[config.mk]
export PLATFORM = sky130hd
export DESIGN_NAME = uart_debug_tx
export DESIGN_NICKNAME = d
export VERILOG_FILES = /design/src/rtl/uart_debug_pkg.sv /design/src/rtl/uart_tx_byte.sv /design/src/rtl/uart_debug_tx.sv
export SDC_FILE = /design/constraint.sdc
export NUM_CORES = 1
export LEC_CHECK = 0
export CAP_MARGIN = 20
export CORE_MARGIN = 2
export CORE_UTILIZATION = 31
export CTS_BUF_LIST = sky130_fd_sc_hd__clkbuf_4
export DETAILED_ROUTE_END_ITERATION = 10
export HOLD_SLACK_MARGIN = 0.15
export SETUP_SLACK_MARGIN = 0.4
export SLEW_MARGIN = 20
export SYNTH_ARGS = -nofsm -noshare
export SYNTH_HDL_FRONTEND = slang
export SYNTH_HIERARCHICAL = 1
export SYNTH_SLANG_ARGS = --single-unit
[constraint.sdc]
create_clock -name clk -period 3.1 [get_ports clk]
set_input_delay 0.31 -clock clk [delete_from_list [all_inputs] [get_ports clk]]
set_output_delay 0.31 -clock clk [all_outputs]
set_load 0.02 [all_outputs]
[src/rtl/uart_debug_pkg.sv]
// Shared constants and types for the debug telemetry UART transmitter.
package uart_debug_pkg;

  localparam logic [7:0] SYNC_BYTE   = 8'hA5;
  localparam int         FRAME_BYTES = 4;

  typedef enum logic [1:0] {
    IDLE  = 2'd0,
    START = 2'd1,
    DATA  = 2'd2,
    STOP  = 2'd3
  } state_e;

  function automatic logic [7:0] frame_checksum(input logic [7:0] a, input logic [7:0] b);
    return SYNC_BYTE ^ a ^ b;
  endfunction

endpackage

[src/rtl/uart_tx_byte.sv]
// One 8N1 byte per valid/ready handshake; ready also rises on the last stop-bit
// cycle so a following byte starts with no gap.
module uart_tx_byte
  import uart_debug_pkg::*;
#(
  parameter int CLKS_PER_BIT = 868
) (
  input  logic       clk,
  input  logic       rst_n,
  input  logic       valid_i,
  input  logic [7:0] data_i,
  output logic       ready_o,
  output logic       tx_o
);

  localparam int CNT_W = $clog2(CLKS_PER_BIT);
  localparam logic [CNT_W-1:0] CNT_LOAD = CNT_W'(CLKS_PER_BIT - 1);

  state_e           state_q, state_d;
  logic [CNT_W-1:0] cnt_q, cnt_d;
  logic [2:0]       bit_idx_q, bit_idx_d;
  logic [7:0]       shift_q, shift_d;
  logic             tx_q, tx_d;
  logic             bit_done;

  assign bit_done = (cnt_q == '0);
  assign ready_o  = (state_q == IDLE) || ((state_q == STOP) && bit_done);
  assign tx_o     = tx_q;

  always_ff @(posedge clk or negedge rst_n) begin
    if (!rst_n) begin
      state_q   <= IDLE;
      cnt_q     <= '0;
      bit_idx_q <= '0;
      shift_q   <= '0;
      tx_q      <= 1'b1;
    end else begin
      state_q   <= state_d;
      cnt_q     <= cnt_d;
      bit_idx_q <= bit_idx_d;
      shift_q   <= shift_d;
      tx_q      <= tx_d;
    end
  end

  always_comb begin
    state_d   = state_q;
    cnt_d     = bit_done ? cnt_q : cnt_q - 1'b1;
    bit_idx_d = bit_idx_q;
    shift_d   = shift_q;
    tx_d      = tx_q;
    unique case (state_q)
      IDLE: begin
        tx_d  = 1'b1;
        cnt_d = '0;
        if (valid_i) begin
          state_d = START;
          tx_d    = 1'b0;
          cnt_d   = CNT_LOAD;
          shift_d = data_i;
        end
      end
      START: begin
        if (bit_done) begin
          state_d   = DATA;
          tx_d      = shift_q[0];
          cnt_d     = CNT_LOAD;
          bit_idx_d = '0;
        end
      end
      DATA: begin
        if (bit_done) begin
          cnt_d = CNT_LOAD;
          if (bit_idx_q == 3'd7) begin
            state_d = STOP;
            tx_d    = 1'b1;
          end else begin
            bit_idx_d = bit_idx_q + 3'd1;
            shift_d   = {1'b0, shift_q[7:1]};
            tx_d      = shift_q[1];
          end
        end
      end
      STOP: begin
        if (bit_done) begin
          if (valid_i) begin
            state_d = START;
            tx_d    = 1'b0;
            cnt_d   = CNT_LOAD;
            shift_d = data_i;
          end else begin
            state_d = IDLE;
            tx_d    = 1'b1;
          end
        end
      end
      default: state_d = IDLE;
    endcase
  end

endmodule

[src/rtl/uart_debug_tx.sv]
// Snapshots two status bytes on each trigger rising edge and sends
// {SYNC, A, B, checksum} over UART 8N1; edges seen while busy are counted.
module uart_debug_tx
  import uart_debug_pkg::*;
#(
  parameter int CLKS_PER_BIT = 868
) (
  input  logic       clk,
  input  logic       rst_n,
  input  logic       trigger,
  input  logic [7:0] data_a,
  input  logic [7:0] data_b,
  output logic       tx,
  output logic       busy,
  output logic [7:0] dropped_cnt
);

  localparam logic [1:0] LAST_IDX = 2'(FRAME_BYTES - 1);

  logic       trig_q;
  logic       busy_q, busy_d;
  logic [1:0] idx_q, idx_d;
  logic [7:0] byte1_q, byte1_d;
  logic [7:0] byte2_q, byte2_d;
  logic [7:0] byte3_q, byte3_d;
  logic [7:0] dropped_q, dropped_d;

  logic       rise, accept, byte_ready, byte_valid;
  logic [7:0] byte_data, next_byte;

  assign rise   = trigger & ~trig_q;
  assign accept = rise & ~busy_q;

  always_ff @(posedge clk or negedge rst_n) begin
    if (!rst_n) begin
      trig_q    <= 1'b0;
      busy_q    <= 1'b0;
      idx_q     <= '0;
      byte1_q   <= '0;
      byte2_q   <= '0;
      byte3_q   <= '0;
      dropped_q <= '0;
    end else begin
      trig_q    <= trigger;
      busy_q    <= busy_d;
      idx_q     <= idx_d;
      byte1_q   <= byte1_d;
      byte2_q   <= byte2_d;
      byte3_q   <= byte3_d;
      dropped_q <= dropped_d;
    end
  end

  always_comb begin
    unique case (idx_q)
      2'd0:    next_byte = byte1_q;
      2'd1:    next_byte = byte2_q;
      default: next_byte = byte3_q;
    endcase
  end

  // Byte 0 goes out straight from the accept cycle so the start bit lands next cycle.
  always_comb begin
    busy_d     = busy_q;
    idx_d      = idx_q;
    byte1_d    = byte1_q;
    byte2_d    = byte2_q;
    byte3_d    = byte3_q;
    dropped_d  = dropped_q;
    byte_valid = 1'b0;
    byte_data  = next_byte;
    if (accept) begin
      busy_d     = 1'b1;
      idx_d      = '0;
      byte1_d    = data_a;
      byte2_d    = data_b;
      byte3_d    = frame_checksum(data_a, data_b);
      byte_valid = 1'b1;
      byte_data  = SYNC_BYTE;
    end else if (busy_q && byte_ready) begin
      if (idx_q == LAST_IDX) begin
        busy_d = 1'b0;
      end else begin
        byte_valid = 1'b1;
        idx_d      = idx_q + 2'd1;
      end
    end
    if (rise && busy_q && (dropped_q != 8'hFF)) begin
      dropped_d = dropped_q + 8'd1;
    end
  end

  uart_tx_byte #(
    .CLKS_PER_BIT(CLKS_PER_BIT)
  ) u_byte (
    .clk    (clk),
    .rst_n  (rst_n),
    .valid_i(byte_valid),
    .data_i (byte_data),
    .ready_o(byte_ready),
    .tx_o   (tx)
  );

  assign busy        = busy_q;
  assign dropped_cnt = dropped_q;

endmodule

==> metrics.md <==
| Metric | Value |
|---|---|
| Launching point of the worst reg2reg path | u_byte/cnt_q[1]$_DFF_PN0_ |
| First-pass GRT wire length | 12.0 mm |
| GR Util met1 | 17.0% |
| Setup_tns | 0 ns |
| Fin util | about two fifths |
| Register bit total from synthesis | 60 |
| Most used cell along the critical path | nor2_1 |
| DRC | 0 |
| Global routing's busiest layer | met2 |
| Final wirelength | 7.02 mm |
| Critical Path Max Stage Delay | 0.43 ns |
| Post-Syn Instances | ~350 |
| GR Util met3 | 4.00% |
| CP Capture Type | flop |
| Worst Setup Path Type | reg -> reg |
| Placed inst area | 0.00376 mm^2 |
| Dpl ws | between 0.2 and 0.3 ns |
| Pins Over Slew Limit | 0 |
| Port buffer count | 28 |
| NumNets Final | approximately 420 |
| Via count | 2,623 |
| Skew-Pair Late Insertion Delay | between 0.4 and 0.5 ns |
| Dpl hpwl | 4.94 mm |
| H-Tree Depth | 3 |
| Asr flop ratio synth | 100% |
| Largest delay share family, worst path | simple AND/OR/NAND/NOR gates |
| Final Hold Fails | 0 |
| CP startpoint kind | flop |
| Grt met2 use | between 20% and 30% |
| Vias per cell | 4.99 |
| Peak Freq | 401 MHz |
| Clk sink count | 60 |
| Share of the yosys chip area belonging to registers | approximately 45% |
| Final non-filler cell total | 526 |
| Maximum VDD drop | 0.256 mV |
| Clock Pin Slew Worst Setup and Hold Paths | between 0.1 and 0.15 ns |
| Slew headroom | approximately two fifths |
| Status | finished, final reports clean |
| MaxCap Viol Count | 0 |
| Row cnt | 37 |
| Setup violations, final | 0 |
| Worst Path Max Fanout | 7 |
| Vias in the first global route | about 2,600 |
| Die X | approximately 110 um |
| Fin crit period | approximately 2.5 ns |
| Slew at the pin with the worst max-slew slack | ~0.92 ns |
| RSZ-0062 raised after global routing | no |
| Largest net degree at the start of global routing | 35 |
| Cell Chain, Critical Path | inv_2, ha_1, nor3b_4, and3_4, inv_1, o21ai_2, nand3b_1, nand2_1, nor2_1, nor2_1, a32o_2, buf_12, mux2_4 |
| Setup WS post-layout | around 0.61 ns |
| Crit path DAT | roughly 2.8 ns |
| Power density cells | 460 mW/mm^2 |
| Clock root buffer | clkbuf_4 |
| Remaining antenna violation count | 0 |
| Share of layout cells above drive strength 1 | between 10% and 20% |
| # IOs | 29 |
| WP data required | about 3.4 ns |
| CTS tree | done |
| # placed instances | 506 |
| Mapped Area | 0.00334 mm^2 |
| N_diodes | 0 |
| Initial Util | 32.2% |
| Hold Path Class | in -> async |
| Avg WL per Cell | around 13 um |
| Die area | roughly 0.012 mm^2 |
| Reg2Reg Setup Slack | just over 0.6 ns |
| CTS Buf Count | 9 |
| Yosys cell types | between 50 and 60 |
| Mean area per synthesized cell | around 9.6 um^2 |
| FF-to-FF End | u_byte/shift_q[5]$_DFFE_PN0P_ |
| Starting DRT DRC Count | about 130 |
| Synth-to-layout area growth | 19.6% |
| Initial antenna violation count | 0 |
| Worst R2R Path Depth | 13 |
| Grt ovf | 0 |
| GR Util All Layers | 13.1% |
| Die height | approximately 110 um |
| Slowest cell on the critical path | dfrtp_1 |
| Leak pwr | roughly 1.9 nW |
| Core area | roughly 0.010 mm^2 |
| Worst clock skew | 0.0169 ns |
| CTS Buffer Depth | 2 |
| Syn_nets | around 380 |
| DR pass1 iterations | 4 |
| Layout Cell Area excl Fill | about 0.004 mm^2 |
| Final Cycle Share | ~80% |
| Yosys warns | 6 |
| Number of synthesized flops with an enable pin | 0 |
| Final Wtd Congestion | 0.873 |
| Most frequently used flop master after synthesis | dfrtp_1 |
| Buffers & Inverters on Critical Path | 3 |
## per-layer routing
layer | up-vias | part of all wire (%)
li1 | 1311 | -
met1 | 1258 | 48
met2 | 45 | 46
met3 | 9 | 4.3
met4 | 0 | 1.4
met5 | - | 0
## power breakdown
group	total [mW]	internal (mW)	leakage (nW)	switching, mW
Sequential	0.912	0.841	0.744	0.0713
Clock	0.615	0.330	0.0839	0.286
Combinational	0.310	0.157	1.05	0.153
## Yosys cell counts (7+ instances only)
cell type  instances  share of area [%]
dfrtp_1           59                 44
nor2_1            13                1.5
nand2_1           82                9.2
a21oi_1           14                2.1
ha_1              13                4.9
o21ai_1            8                1.2
clkbuf_1           7               0.79
mux2_4             8                3.6
mux2_2            10                3.4
o21ai_0            9                1.3
inv_1             18                2.0
## state kept, by name, indices dropped and copies added, names as in the netlist, 2 cells and up
name	flops
byte1_q	8
byte2_q	8
byte3_q	8
dropped_cnt	8
idx_q	2
u_byte/bit_idx_q	3
u_byte/cnt_q	10
u_byte/shift_q	8
u_byte/state_q	2
## stage by stage
stage / hold WS, ns / power, mW
after floorplan: 0.0144 / 1.08
after global placement: 0.235 / 1.23
after detailed placement: 0.238 / 1.24
after CTS: 0.308 / 1.87
after global routing: 0.328 / 1.94
final: 0.324 / 1.84
## layout by cell type (no fill, tap or decap), drive strengths merged, types with 6 or more instances in the layout
master	instances
buf	16
ha	13
a31oi	6
clkbuf	10
mux2	19
nor2	13
clkdlybuf4s50	27
inv	18
o21ai	18
nand2	82
a21oi	14
dfrtp	59
xnor2	6
nand3	6
## worst register-to-register path: stages, from the launching register on
cell,delay (ns)
dfrtp_1,0.43
inv_2,0.10
ha_1,0.14
nor3b_4,0.18
and3_4,0.21
inv_1,0.09
o21ai_2,0.14
nand3b_1,0.15
nand2_1,0.12
nor2_1,0.05
nor2_1,0.11
a32o_2,0.23
buf_12,0.14
mux2_4,0.30
## cell families after synthesis
| logic type | synth area share, % |
|---|---|
| simple gates | 18.7 |
| compound gates | 15.8 |
| flops | 45.0 |
| buf+inv | 5.06 |
| mux | 7.91 |
| fa+ha+maj | 4.87 |
| xor+xnor | 2.62 |
## worst max-delay path by stage
| stage | cells past startpoint | slack, ns | end | from |
|---|---|---|---|---|
| after floorplan | 13 | 0.40 | u_byte/shift_q[0]$_DFFE_PN0P_ | u_byte/cnt_q[0]$_DFF_PN0_ |
| after global placement | 12 | 0.38 | u_byte/shift_q[4]$_DFFE_PN0P_ | u_byte/cnt_q[0]$_DFF_PN0_ |
| after detailed placement | 12 | 0.26 | u_byte/shift_q[5]$_DFFE_PN0P_ | u_byte/cnt_q[0]$_DFF_PN0_ |
| after CTS | 12 | 0.40 | u_byte/shift_q[1]$_DFFE_PN0P_ | u_byte/cnt_q[0]$_DFF_PN0_ |
| after global routing | 13 | 0.40 | u_byte/shift_q[3]$_DFFE_PN0P_ | u_byte/cnt_q[1]$_DFF_PN0_ |
| final | 13 | 0.61 | u_byte/shift_q[5]$_DFFE_PN0P_ | u_byte/cnt_q[1]$_DFF_PN0_ |
## what timing repair did
| item | CTS | global route |
|---|---|---|
| setup buffers | 0 | 4 |
| setup endpoints to repair | 12 | 18 |
| hold endpoints to repair | 14 | 0 |
| pin swaps | 1 | 2 |
| hold buffers | 1 | 0 |
| gates resized for setup | 2 | 8 |
## area by class of cell
class | instances | area [um^2]
clock buffers | 10 | 75.1
clock inverters | 5 | 77.6
fillers | 1063 | 6380
inverters | 18 | 67.6
multi-input cells | 253 | 1690
flip-flops and latches | 60 | 1500
well taps | 136 | 170
repair buffers | 44 | 410
(Power assumes the default switching activity.)
